## config.mk

```make
export PLATFORM = sky130hd
export DESIGN_NAME = fft_frame_sequencer
export DESIGN_NICKNAME = d
export VERILOG_FILES = /design/src/rtl/fft_frame_sequencer.sv
export SDC_FILE = /design/constraint.sdc
export NUM_CORES = 2
export LEC_CHECK = 0
export ABC_AREA = 1
export BUFFER_PORTS_ARGS = -buffer_cell sky130_fd_sc_hd__clkbuf_2
export CAP_MARGIN = 10
export CORE_UTILIZATION = 30
export DETAILED_ROUTE_END_ITERATION = 12
export GPL_TIMING_DRIVEN = 0
export PLACE_DENSITY = 0.52
export SETUP_SLACK_MARGIN = 0.4
export SYNTH_ARGS = -nofsm -noshare
export SYNTH_HDL_FRONTEND = slang
export SYNTH_SLANG_ARGS = --single-unit
```

## constraint.sdc

```tcl
create_clock -name clk -period 4.7 [get_ports clk]
set_clock_uncertainty 0.2 [all_clocks]
set_input_delay 0.47 -clock clk [delete_from_list [all_inputs] [get_ports clk]]
set_output_delay 0.47 -clock clk [all_outputs]
set_load 0.03 [all_outputs]
```

## src/rtl/fft_frame_sequencer.sv

```systemverilog
`default_nettype none
// ============================================================================
// Module : fft_frame_sequencer
// Brief  : Ping-pong capture of mic samples, frame streaming to the FFT core
//          and peak search over the returned bin magnitudes.
// Rev    : 1.0
// ============================================================================
module fft_frame_sequencer #(
    parameter int FRAME_LEN = 64,
    parameter int DATA_W    = 12,
    parameter int MAG_W     = 24
) (
    input  logic                         clk,
    input  logic                         reset,
    input  logic [DATA_W-1:0]            mic_data,
    input  logic                         mic_valid,
    output logic [DATA_W-1:0]            fft_in_data,
    output logic                         fft_in_valid,
    output logic                         fft_in_last,
    input  logic                         fft_in_ready,
    input  logic [MAG_W-1:0]             fft_out_mag,
    input  logic                         fft_out_valid,
    input  logic                         fft_out_last,
    output logic [$clog2(FRAME_LEN)-1:0] peak_bin,
    output logic [MAG_W-1:0]             peak_mag,
    output logic                         peak_valid,
    output logic                         overrun,
    output logic                         frame_err,
    output logic                         busy
);
    localparam int               BIN_W    = $clog2(FRAME_LEN);
    localparam logic [BIN_W-1:0] LAST_IDX = BIN_W'(FRAME_LEN - 1);
    localparam logic [BIN_W-1:0] HALF_IDX = BIN_W'(FRAME_LEN / 2);
    localparam logic [BIN_W-1:0] ONE_IDX  = BIN_W'(1);
    localparam logic [BIN_W-1:0] ZERO_IDX = '0;

    typedef enum logic [1:0] {
        S_IDLE    = 2'd0,
        S_STREAM  = 2'd1,
        S_COLLECT = 2'd2
    } state_t;

    state_t             state_q;
    logic [DATA_W-1:0]  buf_q [0:2*FRAME_LEN-1];
    logic               cap_sel_q;
    logic [BIN_W-1:0]   wr_idx_q;
    logic [BIN_W-1:0]   rd_idx_q;
    logic [BIN_W-1:0]   bin_idx_q;
    logic [BIN_W-1:0]   max_bin_q;
    logic [MAG_W-1:0]   max_mag_q;
    logic [DATA_W-1:0]  in_data_q;
    logic               in_valid_q;
    logic               in_last_q;
    logic [BIN_W-1:0]   peak_bin_q;
    logic [MAG_W-1:0]   peak_mag_q;
    logic               peak_valid_q;
    logic               overrun_q;
    logic               frame_err_q;

    logic               frame_done_d;
    logic               release_d;
    logic               accept_d;
    logic               hs_d;
    logic [BIN_W-1:0]   rd_idx_d;

    // The stream buffer is always the one not being captured into, so a single
    // select bit addresses both halves of the ping-pong store.
    always_comb begin
        frame_done_d = mic_valid && (wr_idx_q == LAST_IDX);
        release_d    = (state_q == S_COLLECT) && fft_out_valid &&
                       ((bin_idx_q == LAST_IDX) || fft_out_last);
        accept_d     = frame_done_d && ((state_q == S_IDLE) || release_d);
        hs_d         = (state_q == S_STREAM) && in_valid_q && fft_in_ready;
        rd_idx_d     = rd_idx_q + ONE_IDX;
    end

    always_ff @(posedge clk) begin
        if (mic_valid) begin
            buf_q[{cap_sel_q, wr_idx_q}] <= mic_data;
        end
    end

    always_ff @(posedge clk) begin
        if (reset) begin
            state_q      <= S_IDLE;
            cap_sel_q    <= 1'b0;
            wr_idx_q     <= '0;
            rd_idx_q     <= '0;
            bin_idx_q    <= '0;
            max_bin_q    <= '0;
            max_mag_q    <= '0;
            in_data_q    <= '0;
            in_valid_q   <= 1'b0;
            in_last_q    <= 1'b0;
            peak_bin_q   <= '0;
            peak_mag_q   <= '0;
            peak_valid_q <= 1'b0;
            overrun_q    <= 1'b0;
            frame_err_q  <= 1'b0;
        end else begin
            peak_valid_q <= 1'b0;
            overrun_q    <= 1'b0;
            frame_err_q  <= 1'b0;

            if (mic_valid) begin
                wr_idx_q <= wr_idx_q + ONE_IDX;
            end
            if (frame_done_d && !accept_d) begin
                overrun_q <= 1'b1;
            end

            case (state_q)
                S_STREAM: begin
                    if (hs_d) begin
                        if (in_last_q) begin
                            in_valid_q <= 1'b0;
                            in_last_q  <= 1'b0;
                            bin_idx_q  <= '0;
                            max_bin_q  <= ONE_IDX;
                            max_mag_q  <= '0;
                            state_q    <= S_COLLECT;
                        end else begin
                            rd_idx_q  <= rd_idx_d;
                            in_data_q <= buf_q[{~cap_sel_q, rd_idx_d}];
                            in_last_q <= (rd_idx_d == LAST_IDX);
                        end
                    end
                end
                S_COLLECT: begin
                    if (fft_out_valid) begin
                        bin_idx_q <= bin_idx_q + ONE_IDX;
                        if (bin_idx_q == LAST_IDX) begin
                            if (fft_out_last) begin
                                peak_bin_q   <= max_bin_q;
                                peak_mag_q   <= max_mag_q;
                                peak_valid_q <= 1'b1;
                            end else begin
                                frame_err_q  <= 1'b1;
                            end
                            state_q <= S_IDLE;
                        end else if (fft_out_last) begin
                            frame_err_q <= 1'b1;
                            state_q     <= S_IDLE;
                        end else if ((bin_idx_q != ZERO_IDX) && (bin_idx_q < HALF_IDX) &&
                                     (fft_out_mag > max_mag_q)) begin
                            // Strict compare keeps the lowest index on ties.
                            max_bin_q <= bin_idx_q;
                            max_mag_q <= fft_out_mag;
                        end
                    end
                end
                default: begin
                end
            endcase

            // A frame completing as the stream buffer is released starts the
            // next stream directly, overriding the return to idle above.
            if (accept_d) begin
                cap_sel_q  <= ~cap_sel_q;
                rd_idx_q   <= '0;
                in_data_q  <= buf_q[{cap_sel_q, ZERO_IDX}];
                in_valid_q <= 1'b1;
                in_last_q  <= 1'b0;
                state_q    <= S_STREAM;
            end
        end
    end

    assign fft_in_data  = in_data_q;
    assign fft_in_valid = in_valid_q;
    assign fft_in_last  = in_last_q;
    assign peak_bin     = peak_bin_q;
    assign peak_mag     = peak_mag_q;
    assign peak_valid   = peak_valid_q;
    assign overrun      = overrun_q;
    assign frame_err    = frame_err_q;
    assign busy         = (state_q != S_IDLE);

endmodule
`default_nettype wire
```

==> results.yml <==
status:
  run_status: "finished clean"
global_routing:
  globalRouteMet1Util: 0.359
  grtUsageTotal: 0.269
  grt_max_degree: 91
  grtUsageMet3: 0.0551
  grtUsageMet2: 0.397
  antenna_found_initial: 21
  grt.busiest_layer: "met2"
  grt_pass1_wl_um: 410000
  first_global_vias: 46900
  overflow: 0
synth:
  synth_most_common_cell: "nand2_1"
  synth_top_cell_by_area: "edfxtp_1"
  syn_area_um2: 67200
  ys_seq_elements: 1635
  yosysUniqueCellTypes: 37
  synth-edff-count: 1536
  synth.area.top_cells: "edfxtp_1 69%, nand2_1 12%, nand3_1 9.7%, dfxtp_1 2.9%, nor2_1 1.3%"
  syn_inst: 6044
  synth_area_per_cell_um2: 11.1
  synth_ff_type: "edfxtp_1"
  syn_nets: 6116
  synth_warnings: 0
  yosys.area.top_type_share: 0.686
  ys_seq_area_frac: 0.716
  synth-async-reset-ratio: 0
  synth_common_cells: "2,112 x nand2_1, 1,536 x edfxtp_1, 1,297 x nand3_1"
setup_path:
  start_kind: "flop"
  rr_worst_depth: 21
  r2r_end: "fft_in_data[9]"
  crit_type: "reg -> reg"
  crit_path_end_kind: "flop"
  cp.arrival_ns: 4.94
  timing.critical_path.fanout_max: 10
  r2r-start: "rd_idx_q[0]"
  cp.required_ns: 5.24
  reg2reg_slack_ns: 0.31
pwr:
  power_leakage_nw: 29.3
  powerDensity_nw_per_um2: 371
  ir_drop_v: 0.000381
floorplanning:
  initial_core_util: 0.302
  coreArea_um2: 223000
  die_w_um: 475
  rows: 173
  pin_count: 90
  die_area_um2: 226000
  die_y_um: 475
sta:
  period_needed_ns: 4.39
  period_share: 0.935
  rsz0062_at_grt: "no"
  finalSetupTns_ns: 0
  fmax_mhz: 228
  worst_slew_pin_slew_ns: 1.37
  drv_slew: 0
  finalSetupViolations: 0
  slew_headroom: 0.0887
  hold_violations: 0
place:
  detailed_place_hpwl_um: 224000
  placed_area_um2: 74500
  gp_congestion: 1.03
  portBuffers: 88
cells_and_area:
  final_nets: 6545
  final_area_um2: 80900
  final.fill_count: 22100
  area_delta_synth_final_pct: 20.4
  drive_gt1_frac: 0.134
route:
  finalWirelength_um: 308000
  via_per_inst: 5.33
  drc: 0
  final_antenna_net_count: 0
  drt_iter0_drc: 7781
  wire_per_inst_um: 32.1
  vias: 51200
  firstDrtPassIters: 6
clock_network:
  cts_tree: "built"
  path_clk_slew_ns: 0.06
  cts_inserted_buffers: 173
  cts.root.buffer_cell: "clkbuf_16"
  clockBufferDepth: 3
  cts.sinks: 1635
  cts_htree_levels: 4
  post_cts_buffers: 0
  clk_latency_ns: 0.85
worst_hold_path:
  holdPathStages: 1
  holdCritStartpoint: "mic_data[2]"
  hp-class: "in -> reg"
  min_to: "buf_q[109][2]"
flow_run:
  max_cap_violations: 0
critical path, cell delays in order (launching register included):
cell	delay, ns
dfxtp_1	0.32
buf_6	0.16
inv_2	0.10
buf_4	0.24
buf_8	0.24
buf_6	0.23
ha_2	0.37
inv_1	0.11
buf_6	0.25
buf_8	0.22
clkbuf_8	0.25
nand3_1	0.14
nand3_1	0.13
nand2_1	0.07
nand2_1	0.28
nand3_1	0.14
nand3_1	0.10
nand2_1	0.23
nand2_1	0.14
nand3_1	0.15
nand2_1	0.10
inv_1	0.03
registers in the layout, summed over array words and instances (netlist names), named ones only:
| register | count |
|---|---|
| buf_q | 1536 |
| max_mag_q | 24 |
| cap_sel_q | 1 |
| frame_err | 1 |
| rd_idx_q | 6 |
| overrun | 1 |
| fft_in_valid | 1 |
| bin_idx_q | 6 |
| fft_in_last | 1 |
| fft_in_data | 12 |
| state_q | 2 |
| max_bin_q | 6 |
| peak_mag | 24 |
| peak_bin | 6 |
| peak_valid | 1 |
| wr_idx_q | 6 |
power by group:
part,leakage [nW],switching [W],total [W],internal [W]
clock network,2.67,0.00616,0.0135,0.00736
logic,12.0,0.000420,0.000527,0.000108
registers,14.6,0.0000219,0.0159,0.0159
metrics by stage:
stage | std cells | total power (W) | hold WS [ns] | setup slack, ns | utilization
after global routing | 9597 | 0.0306 | 0.0469 | 0.399 | 0.364
after floorplan | 6044 | 0.0163 | 0.225 | 1.82 | -
after detailed placement | 9233 | 0.0167 | 0.241 | -1.37 | 0.335
after CTS | 9595 | 0.0300 | 0.0136 | 0.398 | 0.363
after global placement | 9107 | 0.0167 | 0.238 | -1.68 | 0.321
final | 9599 | 0.0300 | 0.0174 | 0.305 | 0.364
cells in the final DEF, fill, tap and decap left out, drive strengths merged, types with 3 or more instances in the layout:
master,count
ha,30
diode,4
nand2,2113
nand3,1299
nor2,228
nor4,5
clkinv,89
buf,331
a21oi,82
bufinv,6
dlygate4sd3,40
inv,158
dfxtp,99
o211ai,8
nor3,11
o21ai,91
clkinvlp,6
edfxtp,1536
xor2,3
clkbuf,471
repair_timing:
action	CTS	global route
hold buffers	40	0
endpoints found under the setup margin	13	12
endpoints found under the hold margin	294	0
resized for setup	180	35
routing by layer:
metal  vias to the layer above  wire length [µm]  share of wire
li1                      21900                 -              -
met1                     25500            121000           0.39
met2                      3124            132000           0.43
met3                       650             31600           0.10
met4                        10             22500          0.073
met5                         -                75        0.00024
area by class of cell:
| class | count | area, µm² | share of cell area |
|---|---|---|---|
| inverter | 155 | 582 | 0.00719 |
| clock buffer | 218 | 4620 | 0.0571 |
| antenna | 4 | 10.0 | 0.000124 |
| tap | 2975 | 3720 | 0.0460 |
| buffer | 372 | 2060 | 0.0254 |
| sequential | 1635 | 48100 | 0.594 |
| timing repair buffer | 254 | 3470 | 0.0429 |
| clock inverter | 104 | 861 | 0.0106 |
| multi-input combinational | 3882 | 17500 | 0.216 |
kinds of logic (layout without fill, tap and decap cells):
logic type,after synthesis,after routing,share of synthesized area
buffers and inverters,527,1103,0.0336
AO/OA/AOI/OAI,187,187,0.0148
XOR/XNOR,4,4,0.000856
other,0,4,0
adder cells (fa/ha/maj),30,30,0.00558
flip-flops,1635,1635,0.716
AND/OR/NAND/NOR,3661,3661,0.230
how the worst max path moves through the flow:
| stage | startpoint | to | slack (ns) | cells after the start |
|---|---|---|---|---|
| 2_1_floorplan | rd_idx_q[0] | fft_in_data[9] | 1.82 | 21 |
| 3_3_place_gp | rd_idx_q[0] | fft_in_data[3] | -1.68 | 21 |
| 3_5_place_dp | rd_idx_q[0] | fft_in_data[8] | -1.37 | 21 |
| 4_1_cts | rd_idx_q[0] | fft_in_data[8] | 0.40 | 20 |
| 5_1_grt | rd_idx_q[0] | fft_in_data[4] | 0.40 | 21 |
| 6_report | rd_idx_q[0] | fft_in_data[9] | 0.31 | 21 |
Power figures use the tool's default switching activity.
